## src/rtl/stack_driver_if.sv

```systemverilog
// Request/response and stack-control bundle for stack_driver.
// master = the driver itself, slave = requester/consumer/stack side.
interface stack_driver_if #(
  parameter int WordSize    = 4,
  parameter int AddressSize = 3
);
  logic                   Req_Valid;
  logic                   Req_Ready;
  logic [1:0]             Req_Op;
  logic [WordSize-1:0]    Req_Data;
  logic                   Rsp_Valid;
  logic                   Rsp_Ready;
  logic [WordSize-1:0]    Rsp_Data;
  logic [1:0]             Rsp_Status;
  logic [AddressSize:0]   Occupancy;
  logic                   Stk_Push;
  logic                   Stk_Pop;
  logic [WordSize-1:0]    Stk_Data_In;
  logic [WordSize-1:0]    Stk_Data_Out;
  logic                   Stk_Full;
  logic                   Stk_Empty;
  logic                   Stk_Error;
  logic                   Mismatch;

  modport master (
    input  Req_Valid, Req_Op, Req_Data, Rsp_Ready,
    input  Stk_Data_Out, Stk_Full, Stk_Empty, Stk_Error,
    output Req_Ready, Rsp_Valid, Rsp_Data, Rsp_Status, Occupancy,
    output Stk_Push, Stk_Pop, Stk_Data_In, Mismatch
  );

  modport slave (
    output Req_Valid, Req_Op, Req_Data, Rsp_Ready,
    output Stk_Data_Out, Stk_Full, Stk_Empty, Stk_Error,
    input  Req_Ready, Rsp_Valid, Rsp_Data, Rsp_Status, Occupancy,
    input  Stk_Push, Stk_Pop, Stk_Data_In, Mismatch
  );
endinterface

```

## src/rtl/stack_driver.sv

```systemverilog
// Single-command front end for the 8-deep LIFO: screens push/pop against Full/Empty,
// strobes the stack for one cycle and returns a held response. Optional: STACK_DRV_SHADOW_CHECK_EN.
module stack_driver #(
  parameter int WordSize    = 4,
  parameter int AddressSize = 3
) (
  input  logic           Clk,
  input  logic           RstN,
  stack_driver_if.master bus
);

  typedef enum logic [1:0] {IDLE, ISSUE, CAPTURE, RESP} state_e;

  localparam logic [1:0] OpPush    = 2'b01;
  localparam logic [1:0] OpPop     = 2'b10;
  localparam logic [1:0] StOk      = 2'b00;
  localparam logic [1:0] StOvf     = 2'b01;
  localparam logic [1:0] StUnf     = 2'b10;
  localparam logic [1:0] StIllegal = 2'b11;
  localparam logic [AddressSize:0] Depth  = {1'b1, {AddressSize{1'b0}}};
  localparam logic [AddressSize:0] OccOne = {{AddressSize{1'b0}}, 1'b1};

  state_e                state_q, state_d;
  logic [1:0]            op_q, op_d;
  logic                  req_ready_q, req_ready_d;
  logic                  rsp_valid_q, rsp_valid_d;
  logic [WordSize-1:0]   rsp_data_q, rsp_data_d;
  logic [1:0]            rsp_status_q, rsp_status_d;
  logic [AddressSize:0]  occ_q, occ_d;
  logic                  stk_push_q, stk_push_d;
  logic                  stk_pop_q, stk_pop_d;
  logic [WordSize-1:0]   stk_data_in_q, stk_data_in_d;

  always_comb begin
    state_d       = state_q;
    op_d          = op_q;
    req_ready_d   = req_ready_q;
    rsp_valid_d   = rsp_valid_q;
    rsp_data_d    = rsp_data_q;
    rsp_status_d  = rsp_status_q;
    occ_d         = occ_q;
    stk_push_d    = 1'b0;
    stk_pop_d     = 1'b0;
    stk_data_in_d = stk_data_in_q;
    case (state_q)
      IDLE: begin
        req_ready_d = 1'b1;
        if (bus.Req_Valid && req_ready_q) begin
          req_ready_d = 1'b0;
          op_d        = bus.Req_Op;
          // Rejected ops go straight to RESP and never touch the stack.
          rsp_valid_d = 1'b1;
          rsp_data_d  = {WordSize{1'b0}};
          state_d     = RESP;
          case (bus.Req_Op)
            OpPush: begin
              if (!bus.Stk_Full) begin
                rsp_valid_d   = 1'b0;
                state_d       = ISSUE;
                stk_push_d    = 1'b1;
                stk_data_in_d = bus.Req_Data;
              end else begin
                rsp_status_d = StOvf;
              end
            end
            OpPop: begin
              if (!bus.Stk_Empty) begin
                rsp_valid_d   = 1'b0;
                state_d       = ISSUE;
                stk_pop_d     = 1'b1;
                stk_data_in_d = bus.Req_Data;
              end else begin
                rsp_status_d = StUnf;
              end
            end
            default: rsp_status_d = StIllegal;
          endcase
        end else begin
          state_d = IDLE;
        end
      end
      ISSUE: state_d = CAPTURE;
      CAPTURE: begin
        rsp_valid_d  = 1'b1;
        rsp_status_d = StOk;
        state_d      = RESP;
        if (op_q == OpPush) begin
          rsp_data_d = {WordSize{1'b0}};
          occ_d      = occ_q + OccOne;
        end else begin
          rsp_data_d = bus.Stk_Data_Out;
          occ_d      = occ_q - OccOne;
        end
      end
      RESP: begin
        if (rsp_valid_q && bus.Rsp_Ready) begin
          rsp_valid_d = 1'b0;
          req_ready_d = 1'b1;
          state_d     = IDLE;
        end else begin
          state_d = RESP;
        end
      end
      default: state_d = IDLE;
    endcase
  end

  always_ff @(posedge Clk or posedge RstN) begin
    if (RstN) begin
      state_q       <= IDLE;
      op_q          <= 2'b00;
      req_ready_q   <= 1'b0;
      rsp_valid_q   <= 1'b0;
      rsp_data_q    <= {WordSize{1'b0}};
      rsp_status_q  <= StOk;
      occ_q         <= {(AddressSize+1){1'b0}};
      stk_push_q    <= 1'b0;
      stk_pop_q     <= 1'b0;
      stk_data_in_q <= {WordSize{1'b0}};
    end else begin
      state_q       <= state_d;
      op_q          <= op_d;
      req_ready_q   <= req_ready_d;
      rsp_valid_q   <= rsp_valid_d;
      rsp_data_q    <= rsp_data_d;
      rsp_status_q  <= rsp_status_d;
      occ_q         <= occ_d;
      stk_push_q    <= stk_push_d;
      stk_pop_q     <= stk_pop_d;
      stk_data_in_q <= stk_data_in_d;
    end
  end

`ifdef STACK_DRV_SHADOW_CHECK_EN
  logic mismatch_q, mismatch_d;

  // The stack acted on the ISSUE edge, so its flags during CAPTURE must match the new count.
  always_comb begin
    mismatch_d = mismatch_q;
    if (state_q == CAPTURE) begin
      if ((bus.Stk_Full != (occ_d == Depth)) ||
          (bus.Stk_Empty != (occ_d == {(AddressSize+1){1'b0}})) ||
          bus.Stk_Error) begin
        mismatch_d = 1'b1;
      end else begin
        mismatch_d = mismatch_q;
      end
    end else begin
      mismatch_d = mismatch_q;
    end
  end

  always_ff @(posedge Clk or posedge RstN) begin
    if (RstN) begin
      mismatch_q <= 1'b0;
    end else begin
      mismatch_q <= mismatch_d;
    end
  end

  assign bus.Mismatch = mismatch_q;
`else
  assign bus.Mismatch = 1'b0;
`endif

  assign bus.Req_Ready   = req_ready_q;
  assign bus.Rsp_Valid   = rsp_valid_q;
  assign bus.Rsp_Data    = rsp_data_q;
  assign bus.Rsp_Status  = rsp_status_q;
  assign bus.Occupancy   = occ_q;
  assign bus.Stk_Push    = stk_push_q;
  assign bus.Stk_Pop     = stk_pop_q;
  assign bus.Stk_Data_In = stk_data_in_q;

endmodule

```

## src/flat_wrapper.sv

```systemverilog
// flat-port wrapper written by rule: the top's interface ports become plain ports
module stack_driver_flat 
#(
  parameter int WordSize    = 4,
  parameter int AddressSize = 3
)
  (Clk, RstN, bus_Req_Valid, bus_Req_Op, bus_Req_Data, bus_Rsp_Ready, bus_Stk_Data_Out, bus_Stk_Full, bus_Stk_Empty, bus_Stk_Error, bus_Req_Ready, bus_Rsp_Valid, bus_Rsp_Data, bus_Rsp_Status, bus_Occupancy, bus_Stk_Push, bus_Stk_Pop, bus_Stk_Data_In, bus_Mismatch);
  stack_driver_if #(.WordSize(WordSize), .AddressSize(AddressSize)) bus_i ();
  input  logic Clk;
  input  logic RstN;
  input wire logic [$bits(bus_i.Req_Valid)-1:0] bus_Req_Valid;
  input wire logic [$bits(bus_i.Req_Op)-1:0] bus_Req_Op;
  input wire logic [$bits(bus_i.Req_Data)-1:0] bus_Req_Data;
  input wire logic [$bits(bus_i.Rsp_Ready)-1:0] bus_Rsp_Ready;
  input wire logic [$bits(bus_i.Stk_Data_Out)-1:0] bus_Stk_Data_Out;
  input wire logic [$bits(bus_i.Stk_Full)-1:0] bus_Stk_Full;
  input wire logic [$bits(bus_i.Stk_Empty)-1:0] bus_Stk_Empty;
  input wire logic [$bits(bus_i.Stk_Error)-1:0] bus_Stk_Error;
  output wire logic [$bits(bus_i.Req_Ready)-1:0] bus_Req_Ready;
  output wire logic [$bits(bus_i.Rsp_Valid)-1:0] bus_Rsp_Valid;
  output wire logic [$bits(bus_i.Rsp_Data)-1:0] bus_Rsp_Data;
  output wire logic [$bits(bus_i.Rsp_Status)-1:0] bus_Rsp_Status;
  output wire logic [$bits(bus_i.Occupancy)-1:0] bus_Occupancy;
  output wire logic [$bits(bus_i.Stk_Push)-1:0] bus_Stk_Push;
  output wire logic [$bits(bus_i.Stk_Pop)-1:0] bus_Stk_Pop;
  output wire logic [$bits(bus_i.Stk_Data_In)-1:0] bus_Stk_Data_In;
  output wire logic [$bits(bus_i.Mismatch)-1:0] bus_Mismatch;
  assign bus_i.Req_Valid = bus_Req_Valid;
  assign bus_i.Req_Op = bus_Req_Op;
  assign bus_i.Req_Data = bus_Req_Data;
  assign bus_i.Rsp_Ready = bus_Rsp_Ready;
  assign bus_i.Stk_Data_Out = bus_Stk_Data_Out;
  assign bus_i.Stk_Full = bus_Stk_Full;
  assign bus_i.Stk_Empty = bus_Stk_Empty;
  assign bus_i.Stk_Error = bus_Stk_Error;
  assign bus_Req_Ready = bus_i.Req_Ready;
  assign bus_Rsp_Valid = bus_i.Rsp_Valid;
  assign bus_Rsp_Data = bus_i.Rsp_Data;
  assign bus_Rsp_Status = bus_i.Rsp_Status;
  assign bus_Occupancy = bus_i.Occupancy;
  assign bus_Stk_Push = bus_i.Stk_Push;
  assign bus_Stk_Pop = bus_i.Stk_Pop;
  assign bus_Stk_Data_In = bus_i.Stk_Data_In;
  assign bus_Mismatch = bus_i.Mismatch;
  stack_driver #(.WordSize(WordSize), .AddressSize(AddressSize)) u_core (.Clk(Clk), .RstN(RstN), .bus(bus_i));
endmodule
```

## config.mk

```make
export PLATFORM = sky130hd
export DESIGN_NAME = stack_driver_flat
export DESIGN_NICKNAME = d
export VERILOG_FILES = /design/src/rtl/stack_driver_if.sv /design/src/rtl/stack_driver.sv /design/src/flat_wrapper.sv
export SDC_FILE = /design/constraint.sdc
export NUM_CORES = 1
export LEC_CHECK = 0
export BUFFER_PORTS_ARGS = -buffer_cell sky130_fd_sc_hd__buf_2
export CORE_ASPECT_RATIO = 1.75
export CORE_UTILIZATION = 45
export CTS_BUF_LIST = sky130_fd_sc_hd__clkbuf_2 sky130_fd_sc_hd__clkbuf_4 sky130_fd_sc_hd__clkbuf_8
export DETAILED_ROUTE_END_ITERATION = 10
export PLACE_DENSITY = 0.72
export SYNTH_ARGS = -nofsm -noshare
export SYNTH_HDL_FRONTEND = slang
export SYNTH_SLANG_ARGS = --single-unit
```

## constraint.sdc

```tcl
create_clock -name Clk -period 4.5 [get_ports Clk]
set_clock_uncertainty 0.2 [all_clocks]
set_input_delay 0.45 -clock Clk [delete_from_list [all_inputs] [get_ports Clk]]
set_output_delay 0.45 -clock Clk [all_outputs]
set_load 0.005 [all_outputs]
```

After elaboration in Yosys (flattened, before gate mapping)
Cells that the tools add are included.
{"block": "totals", "ff_bits": 22, "latch_bits": 0, "ramBits": 0, "rom_bits": 0, "word_cells": 72, "n_memories": 0}
{"block": "classes", "n_addsub": 2, "n_mul": 0, "div_mod_pow": 0, "magnitude_cmp": 0, "eq_ne": 12, "shifts": 0, "mux": 35, "n_bitwise": 0, "reduce_logical": 13}
{"op": "two-way mux 4 bit", "count": 5}
{"op": "one-hot mux 4 bit (2 select lines)", "count": 2}
{"op": "two-way mux 1 bit", "count": 14}
{"op": "two-way mux 2 bit", "count": 7}
{"op": "one-hot mux 2 bit (2 select lines)", "count": 3}
{"op": "one-hot mux 2 bit (4 select lines)", "count": 1}
{"op": "== test 2 x 1 -> 1 bit, second input constant", "count": 3}
{"op": "== test 2 bit, second input constant", "count": 3}
{"op": "!= test 3 bit, second input constant", "count": 2}
{"op": "AND reduction 2 bit", "count": 3}
{"op": "nonzero test 2 bit", "count": 3}
{"op": "AND reduction 5 bit", "count": 1}
{"op": "adder 4 x 1 -> 4 bit, second input constant", "count": 1}
{"op": "!= test 2 x 1 -> 1 bit, second input constant", "count": 2}
{"op": "!= test 2 bit, second input constant", "count": 2}
{"op": "one-hot mux 1 bit (2 select lines)", "count": 2}
{"op": "AND reduction 4 bit", "count": 1}
{"op": "subtractor 4 x 1 -> 4 bit, second input constant", "count": 1}
{"op": "one-hot mux 1 bit (3 select lines)", "count": 1}
{"op": "AND reduction 3 bit", "count": 1}
{"op": "nonzero test 3 bit", "count": 1}
{"op": "logical AND 1 bit", "count": 2}
{"op": "logical NOT 2 bit", "count": 1}

Longest topological paths before layout
Gate-level depths: netlist of run 1.
{"block": "logic_depth", "ltp_word": 4, "ltp_mapped": 6, "ltp_nobuf": 6}

Worst setup path after synthesis of run 1
No wires, ideal clock.
{"block": "synth_timing", "kind": "register -> register", "start": "reg u_core.op_q[1]", "end": "reg u_core.occ_q[3] (netlist: u_core.bus.Occupancy[3])", "setup_ns": 0.080, "t_arrival_ns": 1.481, "required_ns": 4.220, "path_slack_ns": 2.739, "path_stages_with_launch": 7, "path_buffers": 0, "synth_period_minus_slack_ns": 1.761, "path_cell_list": "dfrtp_1 -> nand2b_1 -> ha_1 -> a21oi_1 -> a211oi_2 -> a31oi_2 -> xnor2_1"}
{"block": "synth_via", "elab_chain_cells": 2}
{"item": "start: declaration", "line": "stack_driver.sv:24", "rtl": "logic [1:0] op_q, op_d;"}
{"item": "start signal: assignment", "line": "stack_driver.sv:122", "rtl": "op_q <= op_d;"}
{"item": "== test 2 x 1 -> 1 bit", "line": "stack_driver.sv:87", "rtl": "if (op_q == OpPush) begin"}
{"item": "two-way mux 4 bit", "line": "stack_driver.sv:87"}
{"item": "end signal: assignment", "line": "stack_driver.sv:116", "rtl": "occ_q <= {(AddressSize+1){1'b0}};"}
{"item": "end: declaration", "line": "stack_driver.sv:29", "rtl": "logic [AddressSize:0] occ_q, occ_d;"}
No other way between the ends.
A chain may end at the register's enable or synchronous reset.

Worst setup path in the final report of run 1
Same ends and word-level chain as after synthesis.

==> metrics.md, run 1 <==
| Metric | Value |
|---|---|
| Outcome | finished clean |
| Finished Layout Cells | 153 |
| Number of global-route vias before repair | 787 |
| WS Path Type | reg2reg |
| Largest net degree at the start of global routing | 23 |
| Final setup viols | 0 |
| # diodes | 0 |
| Worst Path Arrival | 1.87 ns |
| DIE AREA | 2703 um^2 |
| Commonest non-fill, non-tap cell in the layout | buf_2 |
| Residual DRC | 0 |
| Top cells by area, synth | dfrtp_1, ha_1, mux2_1 |
| Worst Path Max Fanout | 4 |
| RSZ-0062 raised after global routing | no |
| Initial Util | 48.09% |
| Post-CTS Resized | 0 |
| H-tree levels | 1 |
| Power Density | 589.9 nW/um^2 |
| Placement Cell Area | 1287 um^2 |
| Total number of vias | 824 |
| GR Overflow Total | 0 |
| Number of enable flip-flop cells after synthesis | 0 |
| Fin. max-slew vios | 0 |
| Final period utilization | 41.86% |
| DRT iter0 DRCs | 27 |
| Ys flop type | dfrtp_1 |
| Detail Route Antenna Nets | 0 |
| Clock root cell | clkbuf_8 |
| WP data required | 4.49 ns |
| CP Launch Type | flip-flop |
| Hold_buf cts | 0 |
| Crit path time final | 1.884 ns |
| WL/cell | 13.53 um |
| Detailed placer's ending HPWL | 1.597 mm |
| Slew HR | 45.63% |
| Synth Cell Area | 1121 um^2 |
| Placed cells | 149 |
| Library cells used by synthesis | 33 |
| Final Cell Area | 1343 um^2 |
| Top-Level Pins | 36 |
| Nets | 152 |
| Crit. End Element | flip-flop |
| Cell Rows | 23 |
| Initial antenna violation count | 0 |
| # port buffers | 33 |
| Total power | 0.7920 mW |
| Die Y-Extent | 68.03 um |
| Largest area contributor in the netlist | dfrtp_1 |
| Tightest Pin Transition | 0.8146 ns |
| Yosys warning count | 0 |
| CTS max path bufs | 2 |
| Seq cells post-synth | 22 |
| Vias per std cell | 5.386 |
| P&R area growth vs syn | 19.75% |
| Maximum vdd drop | 0.3870 mV |
| Clk Latency, worst-skew pair | 0.26 ns |
| Total global routing track utilization | 17.53% |
| Mapped Nets | 117 |
| Die Wd | 39.73 um |
| Leakage power | 0.6434 nW |
| DR pass1 iterations | 4 |
| CTS tree | built |
| Area of the core | 2331 um^2 |
| # clock sinks | 22 |
| Total of max-cap violations | 0 |
| Most frequent cells in the layout | buf_2, dfrtp_1, a21oi_1 |
| Syn Inst Count | 94 |
| Reg clk slew, reported paths | 0.08 ns |
| Pre-CTS WS | 2.513 ns |
| Worst min-delay path class | in2async |
| CTS Buf Count | 3 |
| Fin worst setup slack | 2.616 ns |
| GP Congestion | 0.6612 |
| Global-route wire length before repair | 3.277 mm |
| TNS Setup | 0 ns |
| Sequential area share after synthesis | 49.11% |
| Asr flop ratio synth | 100.0% |
| Final hold violations | 0 |
| Area fraction of the dominant cell type after synthesis | 49.11% |
| Syn_area_per_cell | 11.93 um^2 |
| Share of cells above drive strength 1 | 36.72% |
| WL final | 2.070 mm |
| Post-CTS Setup Bufs | 0 |
| F_max | 530.9 MHz |
logic make-up (layout without fill, tap and decap cells):
kind of cell    after synthesis  in the layout  synth area share (%)
buf+inv                       8             42                 4.353
compound gates               27             27                 17.63
other cells                   1              1                0.3345
flops                        22             22                 49.11
simple gates                 22             22                 13.84
mux                           5              5                 5.022
xor+xnor                      3              3                 2.344
fa+ha+maj                     6              6                 7.366
power by group:
group / internal [mW] / switching (mW) / leakage, nW
sequential: 0.277 / 0.0795 / 0.272
combinational: 0.154 / 0.142 / 0.342
clock: 0.0779 / 0.0617 / 0.0288
routing by layer:
metal | track usage (%) | share of wire, % | wire, um
met5 | 0 | 0 | 0
met4 | 7.759 | 1.6 | 33
met3 | 2.922 | 2.8 | 58
met2 | 30.74 | 55 | 1147
met1 | 19.70 | 40 | 831
cells in the mapped netlist (3+ instances only):
library cell,count
nand2_1,4
xnor2_1,3
a21oi_1,6
dfrtp_1,22
o21ai_0,4
o21ai_1,5
inv_1,5
nor2_1,3
nand2b_1,3
mux2_1,5
a22o_1,4
ha_1,5
stage by stage:
stage,util (%),hold WS (ns)
after floorplan,-,0.2392
after global placement,55.23,0.2572
after detailed placement,55.23,0.2613
after CTS,57.60,0.1689
after global routing,57.60,0.2049
final,57.60,0.1330
registers in the layout (all words and copies together), names as in the netlist:
register                cells
u_core.bus.Stk_Push         1
u_core.state_q              2
u_core.bus.Rsp_Status       2
u_core.bus.Rsp_Valid        1
u_core.bus.Stk_Data_In      4
u_core.bus.Stk_Pop          1
u_core.op_q                 2
u_core.bus.Occupancy        4
u_core.bus.Rsp_Data         4
u_core.bus.Req_Ready        1
worst max-delay path, cell delays in order (launching register included):
cell	delay [ns]
dfrtp_1	0.37
nand2b_1	0.23
ha_1	0.36
a21oi_1	0.25
a211oi_2	0.11
a31oi_2	0.16
xnor2_1	0.13
final cells by class:
cell class	instances	area, um^2
fillers	206	988.4
inverters	5	18.77
well taps	25	31.28
flip-flops and latches	22	550.5
repair buffers	33	165.2
clock buffers	4	55.05
multi-input cells	64	521.8
worst paths after layout:
| kind | start | end | slack, ns | cells after the start |
|---|---|---|---|---|
| max in group asynchronous | RstN | u_core.bus.Occupancy[1] | 3.46 | 2 |
| worst max register to register | u_core.op_q[1] | u_core.bus.Occupancy[3] | 2.62 | 6 |
| min in group Clk | bus_Req_Data[2] | u_core.bus.Stk_Data_In[2] | 0.20 | 2 |
| worst min register to register | u_core.bus.Occupancy[3] | u_core.bus.Occupancy[3] | 0.27 | 1 |
| worst min-delay path | RstN | u_core.bus.Stk_Data_In[3] | 0.13 | 2 |
| worst max-delay path | u_core.op_q[1] | u_core.bus.Occupancy[3] | 2.62 | 6 |
Power figures use the tool's default switching activity.
==> inputs of run 2 (changes only) <==
==> constraint.sdc (replaced) <==
create_clock -name Clk -period 1.8 [get_ports Clk]
set_clock_uncertainty 0.2 [all_clocks]
set_input_delay 0.18 -clock Clk [delete_from_list [all_inputs] [get_ports Clk]]
set_output_delay 0.18 -clock Clk [all_outputs]
set_load 0.005 [all_outputs]
==> run 2 against run 1 <==
Utilization is 9.0 points higher. Critical path depth unchanged. Setup slack worse by 2.5 ns. Non-clock buffer count rose by 19. Fmax grew 11%. First-iteration DRC count decreased by 63%. Clock power is 150% higher. Sequential power up 150%. Combinational power rose to 3.4 times the previous value. Critical endpoint unchanged. Highest routed layer unchanged.
==> metrics.md, run 2 (synthesized netlist as in run 1, its figures left out) <==
| Metric | Value |
|---|---|
| Outcome | finished clean |
| Hold-critical path depth | 3 |
| Worst min-delay path class | in2reg |
| F_max | 589.0 MHz |
| Total number of vias | 898 |
| Share of cells above drive strength 1 | 41.50% |
| Clk Latency, worst-skew pair | 0.26 ns |
| Crit. End Element | flip-flop |
| R2R depth | 6 |
| WP data required | 1.75 ns |
| CP Launch Type | flip-flop |
| Most frequent cells in the layout | buf_2, dfrtp_1, dlygate4sd3_1, buf_4 |
| Area of the core | 2331 um^2 |
| Final period utilization | 94.32% |
| Reg clk slew, reported paths | 0.08 ns |
| RSZ-0062 raised after global routing | no |
| Clock root cell | clkbuf_8 |
| Total power | 2.226 mW |
| Crit path time final | 1.698 ns |
| Critical path's largest stage delay | 0.38 ns |
| Worst Path Arrival | 1.65 ns |
| FF-to-FF setup slack | 0.10 ns |
| CTS tree | built |
| Placed cells | 157 |
| Filler cell count | 173 |
| Maximum vdd drop | 0.9249 mV |
| Commonest non-fill, non-tap cell in the layout | buf_2 |
| Die Y-Extent | 68.03 um |
| Reg-to-reg endpoint | u_core.bus.Occupancy[3] |
| GR Overflow Total | 0 |
| P&R area growth vs syn | 38.39% |
| Number of global-route vias before repair | 852 |
| Total of max-cap violations | 0 |
| DRT iter0 DRCs | 10 |
| Power Density | 1435 nW/um^2 |
| H-tree levels | 1 |
| Fin worst setup slack | 0.1023 ns |
| Worst hold path startpoint | bus_Req_Op[0] |
| Residual DRC | 0 |
| Top-Level Pins | 36 |
| Final Util | 66.56% |
| WS Path Type | reg2reg |
| Initial Util | 48.09% |
| Global-route wire length before repair | 3.519 mm |
| Initial antenna violation count | 0 |
| Worst Setup SP | u_core.op_q[1] |
| Vias per std cell | 5.221 |
| GP Congestion | 0.6941 |
| Critical-path cell list | nand2b_4, ha_4, nand3_2, a211oi_2, a31oi_2, xnor2_1 |
| Final setup viols | 0 |
| CTS max path bufs | 2 |
| Slowest CP cell | dfrtp_1 |
| Detail Route Antenna Nets | 0 |
| Worst reg2reg startpoint | u_core.op_q[1] |
| Total global routing track utilization | 18.52% |
| Fin. max-slew vios | 0 |
| WL final | 2.308 mm |
| Pre-CTS WS | -0.02995 ns |
| Leakage power | 0.7374 nW |
| Detailed placer's ending HPWL | 1.649 mm |
| Die Wd | 39.73 um |
| Nets | 171 |
| Finished Layout Cells | 172 |
| DR pass1 iterations | 4 |
| WL/cell | 13.42 um |
| Cell Rows | 23 |
| # port buffers | 33 |
| Final hold violations | 0 |
| # diodes | 0 |
| Largest net degree at the start of global routing | 23 |
| Worst Path Max Fanout | 4 |
| Hold endpoint | u_core.op_q[0] |
| # clock sinks | 22 |
| CTS Buf Count | 3 |
| DIE AREA | 2703 um^2 |
| Final worst hold slack | 0.01939 ns |
-- run 2: changes by cell type in the layout (fill, tap and decap cells not counted) --
cell           change
a21oi_1            -1
a21oi_2            +1
buf_4              +9
dlygate4sd3_1     +10
ha_1               -2
ha_4               +2
nand2b_1           -1
nand2b_4           +1
nand3_1            -1
nand3_2            +1
-- run 2: timing repair --
item / CTS / global route
pin swaps: 0 / 1
endpoints found under the hold margin: 31 / 0
setup buffers: 0 / 1
endpoints found under the setup margin: 1 / 1
hold buffers: 10 / 0
resized for setup: 3 / 3
-- run 2: power by group --
part / internal, mW / switching (mW) / leakage [nW]
Combinational: 0.554 / 0.448 / 0.436
Clock: 0.195 / 0.154 / 0.0288
Sequential: 0.693 / 0.183 / 0.272
-- run 2: through the flow --
stage               instance area [um^2]  setup TNS [ns]
finish                              1551               0
global route                        1551               0
CTS                                 1521               0
detailed placement                  1348        -0.02995
global placement                    1348               0
floorplan                           1121               0
-- run 2: critical path, delay by kind of cell (launching register included) --
| kind | cells | cell delay (ns) |
|---|---|---|
| adders and majority gates | 1 | 0.29 |
| AOI/OAI and AO/OA | 2 | 0.31 |
| and+or+nand+nor | 2 | 0.27 |
| xor gates and xnor gates | 1 | 0.13 |
| DFF | 1 | 0.38 |
-- run 2: layout make-up --
class,count,area (um^2),area share (%)
Multi-Input combinational cell,64,563.0,36.29
Inverter,5,18.77,1.210
Timing Repair Buffer,52,332.8,21.45
Sequential cell,22,550.5,35.48
Tap cell,25,31.28,2.016
Clock buffer,4,55.05,3.548
-- run 2: per-layer routing --
metal	vias to the layer above	global-route usage, %	wire, um
li1	439	-	-
met5	-	0	0
met4	0	6.466	15
met1	441	21.23	954
met3	2	1.948	44
met2	16	33.61	1292
-- run 2: worst max path at each step --
stage,endpoint,cells past startpoint
2_1_floorplan,u_core.bus.Occupancy[3],6
3_3_place_gp,u_core.bus.Occupancy[3],6
3_5_place_dp,u_core.bus.Occupancy[3],6
4_1_cts,u_core.bus.Occupancy[3],6
5_1_grt,u_core.bus.Occupancy[3],6
6_report,u_core.bus.Occupancy[3],6
==> inputs of run 3 (changes only) <==
--- a/config.mk
+++ b/config.mk
@@ -5,12 +5,13 @@
 export SDC_FILE = /design/constraint.sdc
 export NUM_CORES = 1
 export LEC_CHECK = 0
+export ABC_AREA = 1
 export BUFFER_PORTS_ARGS = -buffer_cell sky130_fd_sc_hd__buf_2
 export CORE_ASPECT_RATIO = 1.75
 export CORE_UTILIZATION = 45
 export CTS_BUF_LIST = sky130_fd_sc_hd__clkbuf_2 sky130_fd_sc_hd__clkbuf_4 sky130_fd_sc_hd__clkbuf_8
 export DETAILED_ROUTE_END_ITERATION = 10
-export PLACE_DENSITY = 0.72
+export PLACE_DENSITY = 0.71
 export SYNTH_ARGS = -nofsm -noshare
 export SYNTH_HDL_FRONTEND = slang
 export SYNTH_SLANG_ARGS = --single-unit
==> constraint.sdc (replaced) <==
create_clock -name Clk -period 2.1 [get_ports Clk]
set_clock_uncertainty 0.2 [all_clocks]
set_input_delay 0.21 -clock Clk [delete_from_list [all_inputs] [get_ports Clk]]
set_output_delay 0.21 -clock Clk [all_outputs]
set_load 0.005 [all_outputs]
==> run 3 against run 2 <==
Combinational power up 8%. Utilization down 5.1 points. Power down 2.9%. Critical path type unchanged. Largest cell class unchanged.
==> metrics.md, run 3 <==
| Metric | Value |
|---|---|
| Outcome | finished clean |
| Power Density | 1393 nW/um^2 |
| Placed cells | 198 |
| # diodes | 0 |
| Count leader, synth | nand2_1 |
| Yosys warning count | 0 |
| Pre-CTS WS | 0.3905 ns |
| Largest net degree at the start of global routing | 23 |
| Final worst hold slack | 0.01265 ns |
| Seq cells post-synth | 22 |
| Post-CTS Setup Bufs | 0 |
| Critical Path Sink | u_core.bus.Occupancy[3] |
| Total of max-cap violations | 0 |
| Vias per std cell | 4.924 |
| DIE AREA | 2888 um^2 |
| Most frequent cells in the layout | nand2_1, buf_2, dfrtp_1, inv_1 |
| R2R depth | 8 |
| Reg-to-reg endpoint | u_core.bus.Occupancy[3] |
| CTS max path bufs | 2 |
| Worst reg2reg startpoint | u_core.op_q[1] |
| Total number of vias | 1039 |
| Asr flop ratio synth | 100.0% |
| Top cells by area, synth | dfrtp_1, nand2_1, ha_1 |
| Area fraction of the dominant cell type after synthesis | 45.83% |
| Initial Util | 47.62% |
| Crit path time final | 1.710 ns |
| Number of enable flip-flop cells after synthesis | 0 |
| Worst min-delay path class | in2reg |
| Syn_area_per_cell | 8.704 um^2 |
| Residual DRC | 0 |
| F_max | 584.6 MHz |
| Commonest non-fill, non-tap cell in the layout | nand2_1 |
| DR pass1 iterations | 4 |
| Synth cell count leaders | nand2_1, dfrtp_1, inv_1 |
| Global-route wire length before repair | 4.008 mm |
| Reg clk slew, reported paths | 0.08 ns |
| GR Util met3 | 3.175% |
| Nets | 209 |
| # clock sinks | 22 |
| Worst Path Max Fanout | 4 |
| Ys flop type | dfrtp_1 |
| WL/cell | 11.81 um |
| Syn Inst Count | 138 |
| TNS Setup | 0 ns |
| Grt met2 use | 38.19% |
| DRT iter0 DRCs | 11 |
| Sequential area share after synthesis | 45.83% |
| GP Congestion | 0.7648 |
| Crit. End Element | flip-flop |
| Worst Setup SP | u_core.op_q[1] |
| Clock root cell | clkbuf_8 |
| Total global routing track utilization | 20.38% |
| Finished Layout Cells | 211 |
| Detail Route Antenna Nets | 0 |
| Fin. max-slew vios | 0 |
| Detailed placer's ending HPWL | 1.893 mm |
| H-tree levels | 1 |
| Maximum vdd drop | 0.8007 mV |
| Final hold violations | 0 |
| Share of cells above drive strength 1 | 30.27% |
| Worst Path Arrival | 1.67 ns |
| Final setup viols | 0 |
| RSZ-0062 raised after global routing | no |
| Area of the core | 2522 um^2 |
| # port buffers | 33 |
| WP data required | 2.06 ns |
| FF-to-FF setup slack | 0.39 ns |
| Cell Rows | 24 |
| Most used routing layer in global routing | met2 |
| CTS Buf Count | 3 |
| Die Wd | 41.06 um |
| Clk Latency, worst-skew pair | 0.26 ns |
| Final period utilization | 81.45% |
| Library cells used by synthesis | 29 |
| Number of global-route vias before repair | 1031 |
| Fin worst setup slack | 0.3895 ns |
| Synth Cell Area | 1201 um^2 |
| WS Path Type | reg2reg |
| Initial antenna violation count | 0 |
| GR Overflow Total | 0 |
| WL final | 2.492 mm |
| Die Y-Extent | 70.35 um |
| Met1 demand-to-capacity share in global routing | 17.82% |
| P&R area growth vs syn | 29.17% |
| Top-Level Pins | 36 |
| Mapped Nets | 161 |
| Largest area contributor in the netlist | dfrtp_1 |
| Leakage power | 0.8512 nW |
| CTS tree | built |
| CP Launch Type | flip-flop |
| Final Util | 61.51% |
-- run 3: cell count changes in the layout (fill, tap and decap cells not counted), sizes merged, moves of 4 or more --
cell and delta:
nand2 +45, nor2 +5, a21oi -6, mux2 -5, nand3 +9, nand2b -4, a22o -4, buf -7
inv +11
-- run 3: cell families (layout without fill, tap and decap cells) --
| family | Yosys count | after routing | share of synthesized area (%) |
|---|---|---|---|
| adder cells (fa/ha/maj) | 6 | 6 | 6.875 |
| other | 1 | 1 | 0.3122 |
| AND/OR/NAND/NOR | 77 | 77 | 32.61 |
| flip-flops | 22 | 22 | 45.83 |
| XOR/XNOR | 2 | 2 | 1.459 |
| AO/OA/AOI/OAI | 13 | 13 | 6.667 |
| buffers and inverters | 17 | 64 | 6.251 |
-- run 3: critical path, stage by stage, from the launching register on --
cell and delay (ns):
dfrtp_1 0.38, inv_1 0.08, nand2_1 0.08, ha_1 0.34, or2_2 0.31, nand2_1 0.06, nand2_1 0.05, nand3_1 0.07
nand2_1 0.04
-- run 3: what timing repair did --
action                                  4_1_cts  5_1_grt
resized for setup                             0        0
hold buffers                                  9        0
endpoints found under the hold margin        30        0
endpoints found under the setup margin        0        0
-- run 3: final cells by class --
class	instances	area, um^2
clock buffer	4	55.05
fill	241	970.9
inverter	16	67.56
multi-input combinational	99	575.6
sequential	22	550.5
tap	26	32.53
timing repair buffer	44	270.3
-- run 3: routing by layer --
| layer | up-vias | part of all wire [%] |
|---|---|---|
| met5 | - | 0 |
| met4 | 0 | 2.0 |
| met3 | 5 | 3.8 |
| met2 | 27 | 56 |
| met1 | 480 | 38 |
| li1 | 527 | - |
-- run 3: power breakdown --
| part | total, mW | internal (mW) | switching (mW) | leakage, nW |
|---|---|---|---|---|
| clock | 0.303 | 0.167 | 0.135 | 0.0288 |
| combinational | 1.08 | 0.476 | 0.605 | 0.550 |
| sequential | 0.778 | 0.610 | 0.168 | 0.272 |
-- run 3: worst min path at each step --
| stage | to | startpoint | slack (ns) | cells past startpoint |
|---|---|---|---|---|
| 2_1_floorplan | u_core.bus.Occupancy[0] | RstN | -0.0008 | 1 |
| 3_3_place_gp | u_core.bus.Occupancy[0] | RstN | 0.05 | 3 |
| 3_5_place_dp | u_core.bus.Occupancy[0] | RstN | 0.06 | 3 |
| 4_1_cts | u_core.bus.Stk_Data_In[1] | bus_Req_Data[1] | 0.02 | 3 |
| 5_1_grt | u_core.bus.Stk_Data_In[1] | bus_Req_Data[1] | 0.03 | 3 |
| 6_report | u_core.bus.Stk_Data_In[1] | bus_Req_Data[1] | 0.01 | 3 |
-- run 3: through the flow --
stage          cell area, um^2  power, mW
2_1_floorplan             1201      1.525
3_3_place_gp              1406      1.808
4_1_cts                   1551      2.191
5_1_grt                   1551      2.369
6_report                  1551      2.161
3_5_place_dp              1406      1.871
